File: src/rtl/board_io_ctrl_pkg.sv
// Shared definitions for the board I/O controller: register map and 7-segment decode.
package board_io_ctrl_pkg;

  localparam int unsigned ADDR_W = 5;
  localparam int unsigned DATA_W = 32;

  localparam logic [ADDR_W-1:0] OFS_LED  = 5'h00;
  localparam logic [ADDR_W-1:0] OFS_DISP = 5'h04;
  localparam logic [ADDR_W-1:0] OFS_CTRL = 5'h08;
  localparam logic [ADDR_W-1:0] OFS_SW   = 5'h0C;
  localparam logic [ADDR_W-1:0] OFS_BTN  = 5'h10;
  localparam logic [ADDR_W-1:0] OFS_EDGE = 5'h14;

  // Word selects as seen on addr_i[4:2]
  localparam logic [2:0] SEL_LED  = OFS_LED[4:2];
  localparam logic [2:0] SEL_DISP = OFS_DISP[4:2];
  localparam logic [2:0] SEL_CTRL = OFS_CTRL[4:2];
  localparam logic [2:0] SEL_SW   = OFS_SW[4:2];
  localparam logic [2:0] SEL_BTN  = OFS_BTN[4:2];
  localparam logic [2:0] SEL_EDGE = OFS_EDGE[4:2];

  // Active-low segment pattern, bit order g..a
  function automatic logic [6:0] hex_to_seg(input logic [3:0] h);
    logic [6:0] s;
    case (h)
      4'h0: s = 7'h40;
      4'h1: s = 7'h79;
      4'h2: s = 7'h24;
      4'h3: s = 7'h30;
      4'h4: s = 7'h19;
      4'h5: s = 7'h12;
      4'h6: s = 7'h02;
      4'h7: s = 7'h78;
      4'h8: s = 7'h00;
      4'h9: s = 7'h10;
      4'hA: s = 7'h08;
      4'hB: s = 7'h03;
      4'hC: s = 7'h46;
      4'hD: s = 7'h21;
      4'hE: s = 7'h06;
      default: s = 7'h0E;
    endcase
    return s;
  endfunction

endpackage

File: src/rtl/io_debounce.sv
// One button channel: 2-flop synchroniser, stability counter, debounced level and rise pulse.
module io_debounce #(
  parameter int unsigned DB_CYCLES = 1000000
) (
  input  logic clk_i,
  input  logic rst_i,
  input  logic btn_i,
  output logic level_o,
  output logic rise_o
);

  localparam int unsigned CW = (DB_CYCLES > 1) ? $clog2(DB_CYCLES) : 1;

  logic          s1_q, s2_q;
  logic          level_q, level_d;
  logic          rise_q, rise_d;
  logic [CW-1:0] cnt_q, cnt_d;

  // Count consecutive mismatching cycles; any match restarts the count
  always_comb begin
    cnt_d   = '0;
    level_d = level_q;
    rise_d  = 1'b0;
    if (s2_q != level_q) begin
      if (cnt_q == CW'(DB_CYCLES - 1)) begin
        level_d = s2_q;
        rise_d  = s2_q;
      end else begin
        cnt_d = cnt_q + CW'(1);
      end
    end
  end

  always_ff @(posedge clk_i) begin
    if (rst_i) begin
      s1_q    <= 1'b0;
      s2_q    <= 1'b0;
      cnt_q   <= '0;
      level_q <= 1'b0;
      rise_q  <= 1'b0;
    end else begin
      s1_q    <= btn_i;
      s2_q    <= s1_q;
      cnt_q   <= cnt_d;
      level_q <= level_d;
      rise_q  <= rise_d;
    end
  end

  assign level_o = level_q;
  assign rise_o  = rise_q;

endmodule

File: src/rtl/board_io_ctrl.sv
// Memory-mapped board I/O: LEDs, multiplexed 7-segment display, switches and debounced buttons.
module board_io_ctrl
  import board_io_ctrl_pkg::*;
#(
  parameter int unsigned NUM_DIGITS = 4,
  parameter int unsigned NUM_BTN    = 5,
  parameter int unsigned NUM_SW     = 8,
  parameter int unsigned NUM_LED    = 8,
  parameter int unsigned SCAN_DIV   = 100000,
  parameter int unsigned DB_CYCLES  = 1000000
) (
  input  logic                  clk_100mhz,
  input  logic                  rst,
  input  logic                  ce_i,
  input  logic                  we_i,
  input  logic [ADDR_W-1:0]     addr_i,
  input  logic [DATA_W-1:0]     data_i,
  output logic [DATA_W-1:0]     data_o,
  input  logic [NUM_BTN-1:0]    btn_i,
  input  logic [NUM_SW-1:0]     sw_i,
  output logic [7:0]            seg_o,
  output logic [NUM_DIGITS-1:0] an_o,
  output logic [NUM_LED-1:0]    led_o,
  output logic                  int_o
);

  localparam int unsigned PW = (SCAN_DIV > 1) ? $clog2(SCAN_DIV) : 1;
  localparam int unsigned IW = (NUM_DIGITS > 1) ? $clog2(NUM_DIGITS) : 1;
  localparam int unsigned DW = 4 * NUM_DIGITS;

  logic [NUM_LED-1:0]    led_q, led_d;
  logic [DW-1:0]         disp_q, disp_d;
  logic                  en_q, en_d;
  logic [NUM_DIGITS-1:0] dp_q, dp_d;
  logic [NUM_BTN-1:0]    edge_q, edge_d;
  logic                  int_q;
  logic [NUM_SW-1:0]     sw_s1_q, sw_s2_q;
  logic [PW-1:0]         presc_q, presc_d;
  logic [IW-1:0]         idx_q, idx_d;
  logic [7:0]            seg_q, seg_d;
  logic [NUM_DIGITS-1:0] an_q, an_d;
  logic [NUM_BTN-1:0]    btn_lvl, btn_rise;
  logic [DATA_W-1:0]     rdata_c;
  logic [3:0]            nib_c;
  logic                  dp_c;
  logic                  wr_c;
  logic [2:0]            sel_c;
  logic                  wrap_c;
  logic                  unused_c;

  assign wr_c     = ce_i & we_i;
  assign sel_c    = addr_i[4:2];
  assign unused_c = ^{addr_i[1:0], data_i};

  for (genvar b = 0; b < NUM_BTN; b++) begin : g_db
    io_debounce #(.DB_CYCLES(DB_CYCLES)) u_db (
      .clk_i   (clk_100mhz),
      .rst_i   (rst),
      .btn_i   (btn_i[b]),
      .level_o (btn_lvl[b]),
      .rise_o  (btn_rise[b])
    );
  end

  // Register writes; a press in the same cycle as its W1C wins
  always_comb begin
    led_d  = led_q;
    disp_d = disp_q;
    en_d   = en_q;
    dp_d   = dp_q;
    edge_d = edge_q;
    if (wr_c) begin
      case (sel_c)
        SEL_LED:  led_d  = data_i[NUM_LED-1:0];
        SEL_DISP: disp_d = data_i[DW-1:0];
        SEL_CTRL: begin
          en_d = data_i[0];
          dp_d = data_i[8 +: NUM_DIGITS];
        end
        SEL_EDGE: edge_d = edge_q & ~data_i[NUM_BTN-1:0];
        default: ;
      endcase
    end
    edge_d = edge_d | btn_rise;
  end

  // Scan prescaler and digit index
  always_comb begin
    wrap_c  = (presc_q == PW'(SCAN_DIV - 1));
    presc_d = wrap_c ? '0 : presc_q + PW'(1);
    idx_d   = idx_q;
    if (wrap_c) begin
      idx_d = (idx_q == IW'(NUM_DIGITS - 1)) ? '0 : idx_q + IW'(1);
    end
  end

  // Digit drive for the current index
  always_comb begin
    nib_c = '0;
    dp_c  = 1'b0;
    an_d  = '1;
    for (int unsigned d = 0; d < NUM_DIGITS; d++) begin
      if (idx_q == IW'(d)) begin
        nib_c = disp_q[4*d +: 4];
        dp_c  = dp_q[d];
        an_d[d] = ~en_q;
      end
    end
    seg_d = en_q ? {~dp_c, hex_to_seg(nib_c)} : 8'hFF;
  end

  always_comb begin
    rdata_c = '0;
    if (ce_i && !we_i) begin
      case (sel_c)
        SEL_LED:  rdata_c[NUM_LED-1:0] = led_q;
        SEL_DISP: rdata_c[DW-1:0]      = disp_q;
        SEL_CTRL: begin
          rdata_c[0]              = en_q;
          rdata_c[8 +: NUM_DIGITS] = dp_q;
        end
        SEL_SW:   rdata_c[NUM_SW-1:0]  = sw_s2_q;
        SEL_BTN:  rdata_c[NUM_BTN-1:0] = btn_lvl;
        SEL_EDGE: rdata_c[NUM_BTN-1:0] = edge_q;
        default: ;
      endcase
    end
  end

  always_ff @(posedge clk_100mhz) begin
    if (rst) begin
      led_q   <= '0;
      disp_q  <= '0;
      en_q    <= 1'b0;
      dp_q    <= '0;
      edge_q  <= '0;
      int_q   <= 1'b0;
      sw_s1_q <= '0;
      sw_s2_q <= '0;
      presc_q <= '0;
      idx_q   <= '0;
      seg_q   <= 8'hFF;
      an_q    <= '1;
    end else begin
      led_q   <= led_d;
      disp_q  <= disp_d;
      en_q    <= en_d;
      dp_q    <= dp_d;
      edge_q  <= edge_d;
      int_q   <= |edge_q;
      sw_s1_q <= sw_i;
      sw_s2_q <= sw_s1_q;
      presc_q <= presc_d;
      idx_q   <= idx_d;
      seg_q   <= seg_d;
      an_q    <= an_d;
    end
  end

  assign data_o = rdata_c;
  assign led_o  = led_q;
  assign seg_o  = seg_q;
  assign an_o   = an_q;
  assign int_o  = int_q;

endmodule

File: config.mk
export PLATFORM = sky130hd
export DESIGN_NAME = board_io_ctrl
export DESIGN_NICKNAME = d
export VERILOG_FILES = /design/src/rtl/board_io_ctrl_pkg.sv /design/src/rtl/io_debounce.sv /design/src/rtl/board_io_ctrl.sv
export SDC_FILE = /design/constraint.sdc
export NUM_CORES = 1
export LEC_CHECK = 0
export BUFFER_PORTS_ARGS = -buffer_cell sky130_fd_sc_hd__buf_4
export CORE_ASPECT_RATIO = 0.9
export CORE_MARGIN = 5
export CORE_UTILIZATION = 35
export CTS_CLUSTER_DIAMETER = 80
export DETAILED_ROUTE_END_ITERATION = 10
export PLACE_DENSITY_LB_ADDON = 0.2
export SLEW_MARGIN = 20
export SYNTH_ARGS = -nofsm -noshare
export SYNTH_HDL_FRONTEND = slang
export SYNTH_HIERARCHICAL = 1
export SYNTH_SLANG_ARGS = --single-unit
File: constraint.sdc
create_clock -name clk_100mhz -period 3 [get_ports clk_100mhz]
set_input_delay 0.45 -clock clk_100mhz [delete_from_list [all_inputs] [get_ports clk_100mhz]]
set_output_delay 0.45 -clock clk_100mhz [all_outputs]
set_load 0.01 [all_outputs]
==> results of run 1 <==
## path summary, 6_finish.rpt
| check | from | endpoint | slack (ns) | cells past startpoint |
|---|---|---|---|---|
| worst max-delay path | idx_q[1]$_SDFFE_PP0N_ | seg_o[3]$_SDFF_PP1_ | 0.44 | 10 |
| worst min-delay path | btn_i[3] | g_db[3].u_db/s1_q$_SDFF_PP0_ | 0.17 | 2 |
| worst min register to register | sw_s1_q[6]$_SDFF_PP0_ | sw_s2_q[6]$_SDFF_PP0_ | 0.44 | 1 |
| worst max register to register | idx_q[1]$_SDFFE_PP0N_ | seg_o[3]$_SDFF_PP1_ | 0.44 | 10 |
## cells in the final DEF, fill, tap and decap left out, drive strengths merged, types with 12 or more instances in the layout
cell type	netlist	final
a21oi	48	48
and3	27	27
buf	33	75
clkbuf	24	30
conb	1	16
dfxtp	202	202
ha	16	16
mux2i	37	37
nand2	59	59
nand3	58	58
nand4	33	33
nor2	159	159
nor2b	32	32
nor3	12	12
o21ai	28	28
o31ai	15	15
or3	17	17
or4	26	26
xnor2	37	37
xor2	44	44
## flip-flops by register name, summed over array words and instances (netlist names)
name,count
an_o,4
disp_q,16
dp_q,4
edge_q,5
en_q,1
g_db.u_db/cnt_q,100
g_db.u_db/level_o,5
g_db.u_db/rise_o,5
g_db.u_db/s1_q,5
g_db.u_db/s2_q,5
idx_q,2
int_o,1
led_o,8
presc_q,17
seg_o,8
sw_s1_q,8
sw_s2_q,8
## where the power goes
| part | internal [mW] | switching, mW |
|---|---|---|
| logic | 0.0725 | 0.102 |
| registers | 2.71 | 0.0165 |
| clock network | 1.81 | 1.05 |
## routing by layer
metal,vias up,routed length (um),share of wire
met5,-,0,0
met4,0,340,0.017
met1,3237,10300,0.51
li1,3642,-,-
met3,24,826,0.040
met2,98,8890,0.44
## kinds of logic after synthesis
family / count (synthesis)
buffers and inverters: 66
adder cells (fa/ha/maj): 16
XOR/XNOR: 81
multiplexers: 42
flip-flops: 202
AND/OR/NAND/NOR: 482
other: 1
AO/OA/AOI/OAI: 115
## worst reg2reg max path, stage by stage (launching register included)
cell	delay, ns
dfxtp_1	0.37
inv_1	0.08
ha_1	0.28
and2b_1	0.25
a22oi_1	0.11
a221oi_4	0.39
inv_1	0.16
ha_1	0.33
nor2_1	0.05
a2111oi_0	0.32
a41oi_1	0.09
## metrics by stage
step           hold WS [ns]  instances  area (um2)
2_1_floorplan         0.413       1020        9260
3_3_place_gp          0.417       1386        9900
3_5_place_dp          0.424       1386        9900
4_1_cts               0.142       1424       10700
5_1_grt               0.153       1424       10700
6_report              0.169       1424       10700
## layout make-up
class	count	area, um2	share of cell area
Sequential cell	202	4040	0.379
Clock buffer	30	632	0.0592
Inverter	9	33.8	0.00316
Tap cell	348	435	0.0408
Multi-Input combinational cell	752	4830	0.452
Timing Repair Buffer	75	563	0.0527
Clock inverter	8	140	0.0131
==> results.json, run 1 <==
{
  "cts_buffers": 23,
  "crit_chain": "inv_1, ha_1, and2b_1, a22oi_1, a221oi_4, inv_1, ha_1, nor2_1, a2111oi_0, a41oi_1",
  "finalSetupViolCount": 0,
  "fp.coreArea_mm2": 0.0260,
  "clock_skew_ns": 0.00824,
  "drv_cap": 0,
  "die_area_mm2": 0.0296,
  "wl_per_cell_um": 14.3,
  "synth_xor_xnor_area_share": 0.0771,
  "max_slew_margin": 0.561,
  "grt_max_degree": 55,
  "synth-simple-area-share": 0.282,
  "viasPerCell": 4.92,
  "synth_top_flop_cell": "dfxtp_1",
  "fin_ws_ns": 0.443,
  "clockBufferDepth": 3,
  "hold_viol_final": 0,
  "drt_iter0_markers": 423,
  "max_freq_mhz": 391,
  "vias": 7001,
  "routed_wl_um": 20400,
  "fin_crit_sh": 0.852,
  "synth_cell_type_count": 60,
  "drv_slew": 0,
  "drc": 0,
  "grt_pass1_wl_um": 33800,
  "pin_count": 107,
  "netlist.area_leader.share": 0.439,
  "synth.most_common_cell": "dfxtp_1",
  "synthCells": 1005,
  "power_mw": 5.77,
  "powerDensity_mw_per_mm2": 540,
  "ys_top_cells_by_area": "dfxtp_1 (44%), nor2_1 (6.4%), xor2_1 (4.2%)",
  "gr-total-overflow": 0,
  "busiest_layer": "met2",
  "hp-class": "input port to flop",
  "clk_latency_ns": 0.49,
  "synth.cells.most_frequent": "dfxtp_1 (202), nor2_1 (158), nand2_1 (59)",
  "grtUsageTotal": 0.135,
  "startpoint_type": "flop",
  "grt_setup_unrepaired": "no",
  "die_h_um": 164,
  "grt_use_met3": 0.0237,
  "slowest_delay_ns": 0.39,
  "synth_top_family_by_area": "simple AND/OR/NAND/NOR gates",
  "synth-seq-cells": 202,
  "start_util": 0.354,
  "critPathSlowestCell": "a221oi_4",
  "tightestPinTransition_ns": 0.656,
  "pre_cts_ws_ns": 0.442,
  "ant_nets": 0,
  "syn_to_final_growth_pct": 16.0,
  "ir_drop_mv": 0.317,
  "hold_buffers": 0,
  "crit_type": "flop to flop",
  "die_w_um": 181,
  "tns_ns": 0,
  "grtUsageMet2": 0.217,
  "synth.cell_area_mm2": 0.00920,
  "synth_largest_area_cell": "dfxtp_1",
  "postCtsResizedCells": 0,
  "grt_pass1_vias": 6643,
  "synth_adder_area_share": 0.0218,
  "finish.utilization": 0.411,
  "cts_sinks": 202,
  "layout-drive-gt1-share": 0.132,
  "synthArstFlopShare": 0,
  "grtUsageMet1": 0.192,
  "muxShareOfSynthArea": 0.0525,
  "postCtsSetupBuffers": 0,
  "yosysWarnings": 13,
  "period_needed_ns": 2.56,
  "status": "complete, no violations",
  "cp_max_fo": 10,
  "port_buffers": 72,
  "gp_congestion": 0.812,
  "critPathArrivalTime_ns": 2.89,
  "crit_required_ns": 3.33,
  "fill_cells": 2579,
  "drtPass1Iterations": 4,
  "syn_area_per_cell_um2": 9.16,
  "tritoncts": "done",
  "n_antenna_cell": 0,
  "path_delay_family": "compound AO/OA/AOI/OAI gates",
  "root_buffer": "clkbuf_16",
  "synth_compound_area_frac": 0.0851,
  "placementRows": 56,
  "htreeDepth": 1,
  "fin_nets": 1133,
  "path_clk_slew_ns": 0.06,
  "p_leak_nw": 3.67,
  "ys_seq_area_frac": 0.439,
  "critical_path_buf_inv_count": 2,
  "grt_antenna_before_repair": 0,
  "synth_edf_count": 0,
  "worst_setup_path_end_kind": "flop",
  "dp_hpwl_um": 14700
}
(Power assumes the default switching activity.)
==> run 2: changes to the inputs <==
Settings changed: CTS_CLUSTER_SIZE from default to 16, MAX_ROUTING_LAYER from default to met4.
==> run 2 against run 1 <==
  * Hold slack better by 0.018 ns
  * Global-route usage increased by 0.43 points
  * Routed wire length is 0.25% lower
  * Largest power group is now sequential cells
  * Flip-flop and latch count unchanged
  * Highest routed layer unchanged
  * Die area unchanged
  * Utilization decreased by 1.2 points
  * Final area shrank 3.0%
  * Fmax rose by 0.24%
  * Clock skew is 0.0027 ns higher
  * Clock power shrank 31%
  * Sequential share of layout area grew 1.2 points
  * Cell count is 1.3% lower
==> results.json, run 2 (synthesized netlist as in run 1, its figures left out) <==
{
  "dp_hpwl_um": 14700,
  "drv_cap": 0,
  "status": "complete, no violations",
  "start_util": 0.354,
  "grt_pass1_vias": 6577,
  "crit_type": "flop to flop",
  "die_h_um": 164,
  "critPathArrivalTime_ns": 2.87,
  "tns_ns": 0,
  "fin_nets": 1126,
  "largest_registers": "g_db.u_db/cnt_q: 100 flops, presc_q: 17 flops, disp_q: 16 flops",
  "startpoint_type": "flop",
  "grt_antenna_before_repair": 0,
  "p_int_mw": 3.82,
  "fin_area_mm2": 0.0104,
  "p_sw_mw": 1.05,
  "layout-drive-gt1-share": 0.120,
  "gp_congestion": 0.824,
  "finish.utilization": 0.398,
  "finalSetupViolCount": 0,
  "power.share.clock": 0.404,
  "postCtsSetupBuffers": 0,
  "wl_per_cell_um": 14.5,
  "placementRows": 56,
  "clockBufferDepth": 3,
  "pin_count": 107,
  "n_antenna_cell": 0,
  "ir_drop_mv": 0.274,
  "worst_setup_path_end_kind": "flop",
  "grt_setup_unrepaired": "no",
  "die_area_mm2": 0.0296,
  "drt_iter0_markers": 431,
  "die_w_um": 181,
  "viasPerCell": 4.94,
  "grt_pass1_wl_um": 33800,
  "tritoncts": "done",
  "clk_latency_ns": 0.48,
  "period_needed_ns": 2.55,
  "seqPwrFrac": 0.560,
  "postCtsResizedCells": 0,
  "drv_slew": 0,
  "max_freq_mhz": 392,
  "fp.coreArea_mm2": 0.0260,
  "hold_viol_final": 0,
  "path_clk_slew_ns": 0.07,
  "clock_skew_ns": 0.0109,
  "drtPass1Iterations": 4,
  "root_buffer": "clkbuf_16",
  "vias": 6952,
  "port_buffers": 72,
  "mostFrequentLayoutCell": "dfxtp_1",
  "hold_buffers": 0,
  "cp_max_fo": 13,
  "combPwrFrac": 0.036,
  "p_sw_frac": 0.216,
  "instances_no_fill": 1406,
  "postPlaceCellArea_mm2": 0.00990,
  "largest_register_ffs": 100,
  "grtUsageTotal": 0.139,
  "powerDensity_mw_per_mm2": 470,
  "tightestPinTransition_ns": 0.668,
  "fin_crit_sh": 0.850,
  "routed_wl_um": 20400,
  "ant_nets": 0,
  "crit_required_ns": 3.32,
  "p_leak_nw": 3.50,
  "htreeDepth": 1,
  "fill_cells": 2607,
  "max_slew_margin": 0.553,
  "largest_register": "g_db.u_db/cnt_q",
  "dp_cells": 1386,
  "grt_max_degree": 55,
  "cts_buffers": 16,
  "cts_sinks": 202,
  "layout_common_cells": "dfxtp_1 (202), nor2_1 (158), buf_4 (75), nand2_1 (59), nand3_1 (58)",
  "syn_to_final_growth_pct": 12.5,
  "hp-class": "input port to flop",
  "drc": 0,
  "gr-total-overflow": 0
}
==> run 2: cell count changes in the layout (fill, tap and decap cells not counted), sizes merged <==
cell    previous run  this run
bufinv             4         0
clkinv             4         1
clkbuf            30        19
==> run 2: area by class of cell <==
class                      count  area (um2)  area share
multi-input combinational    752        4830       0.466
sequential                   202        4040       0.391
timing repair buffer          75         563      0.0544
clock buffer                  19         443      0.0428
tap                          348         435      0.0421
inverter                       9        33.8     0.00326
clock inverter                 1        5.00    0.000483
==> run 2: final timing paths <==
kind,cells after the start,slack (ns),from,to
setup / recovery,8,0.45,idx_q[0]$_SDFFE_PP0N_,seg_o[3]$_SDFF_PP1_
hold / removal,2,0.19,sw_i[7],sw_s1_q[7]$_SDFF_PP0_
setup reg to reg,8,0.45,idx_q[0]$_SDFFE_PP0N_,seg_o[3]$_SDFF_PP1_
hold reg to reg,1,0.44,g_db[4].u_db/s1_q$_SDFF_PP0_,g_db[4].u_db/s2_q$_SDFF_PP0_
==> run 2: layer usage <==
layer  GRT usage  vias to the layer above  share of wire
li1            -                     3623              -
met1       0.193                     3218           0.52
met2       0.218                       92           0.43
met3      0.0210                       19          0.033
met4      0.0276                        0          0.016
met5           -                        -              0
==> run 2: power by group through the flow <==
stage               combinational, mW  sequential, mW  clock, mW
global placement                0.177            2.79          0
detailed placement              0.177            2.79          0
floorplan                       0.120            2.78          0
CTS                             0.178            2.72       2.06
finish                          0.175            2.72       1.97
global route                    0.192            2.73       2.16
==> run 2: worst max-delay path, cell delays in order (launching register included) <==
cell,delay [ns]
dfxtp_1,0.39
ha_1,0.52
nor2_2,0.18
a221oi_4,0.38
inv_1,0.15
ha_1,0.32
nor2_1,0.05
a2111oi_0,0.32
a41oi_1,0.08
==> run 2: through the flow <==
| stage | setup slack, ns | hold slack, ns | power, mW |
|---|---|---|---|
| finish | 0.449 | 0.187 | 4.86 |
| global route | 0.249 | 0.171 | 5.08 |
| floorplan | 0.732 | 0.413 | 2.90 |
| detailed placement | 0.442 | 0.424 | 2.96 |
| global placement | 0.453 | 0.417 | 2.96 |
| CTS | 0.429 | 0.163 | 4.96 |
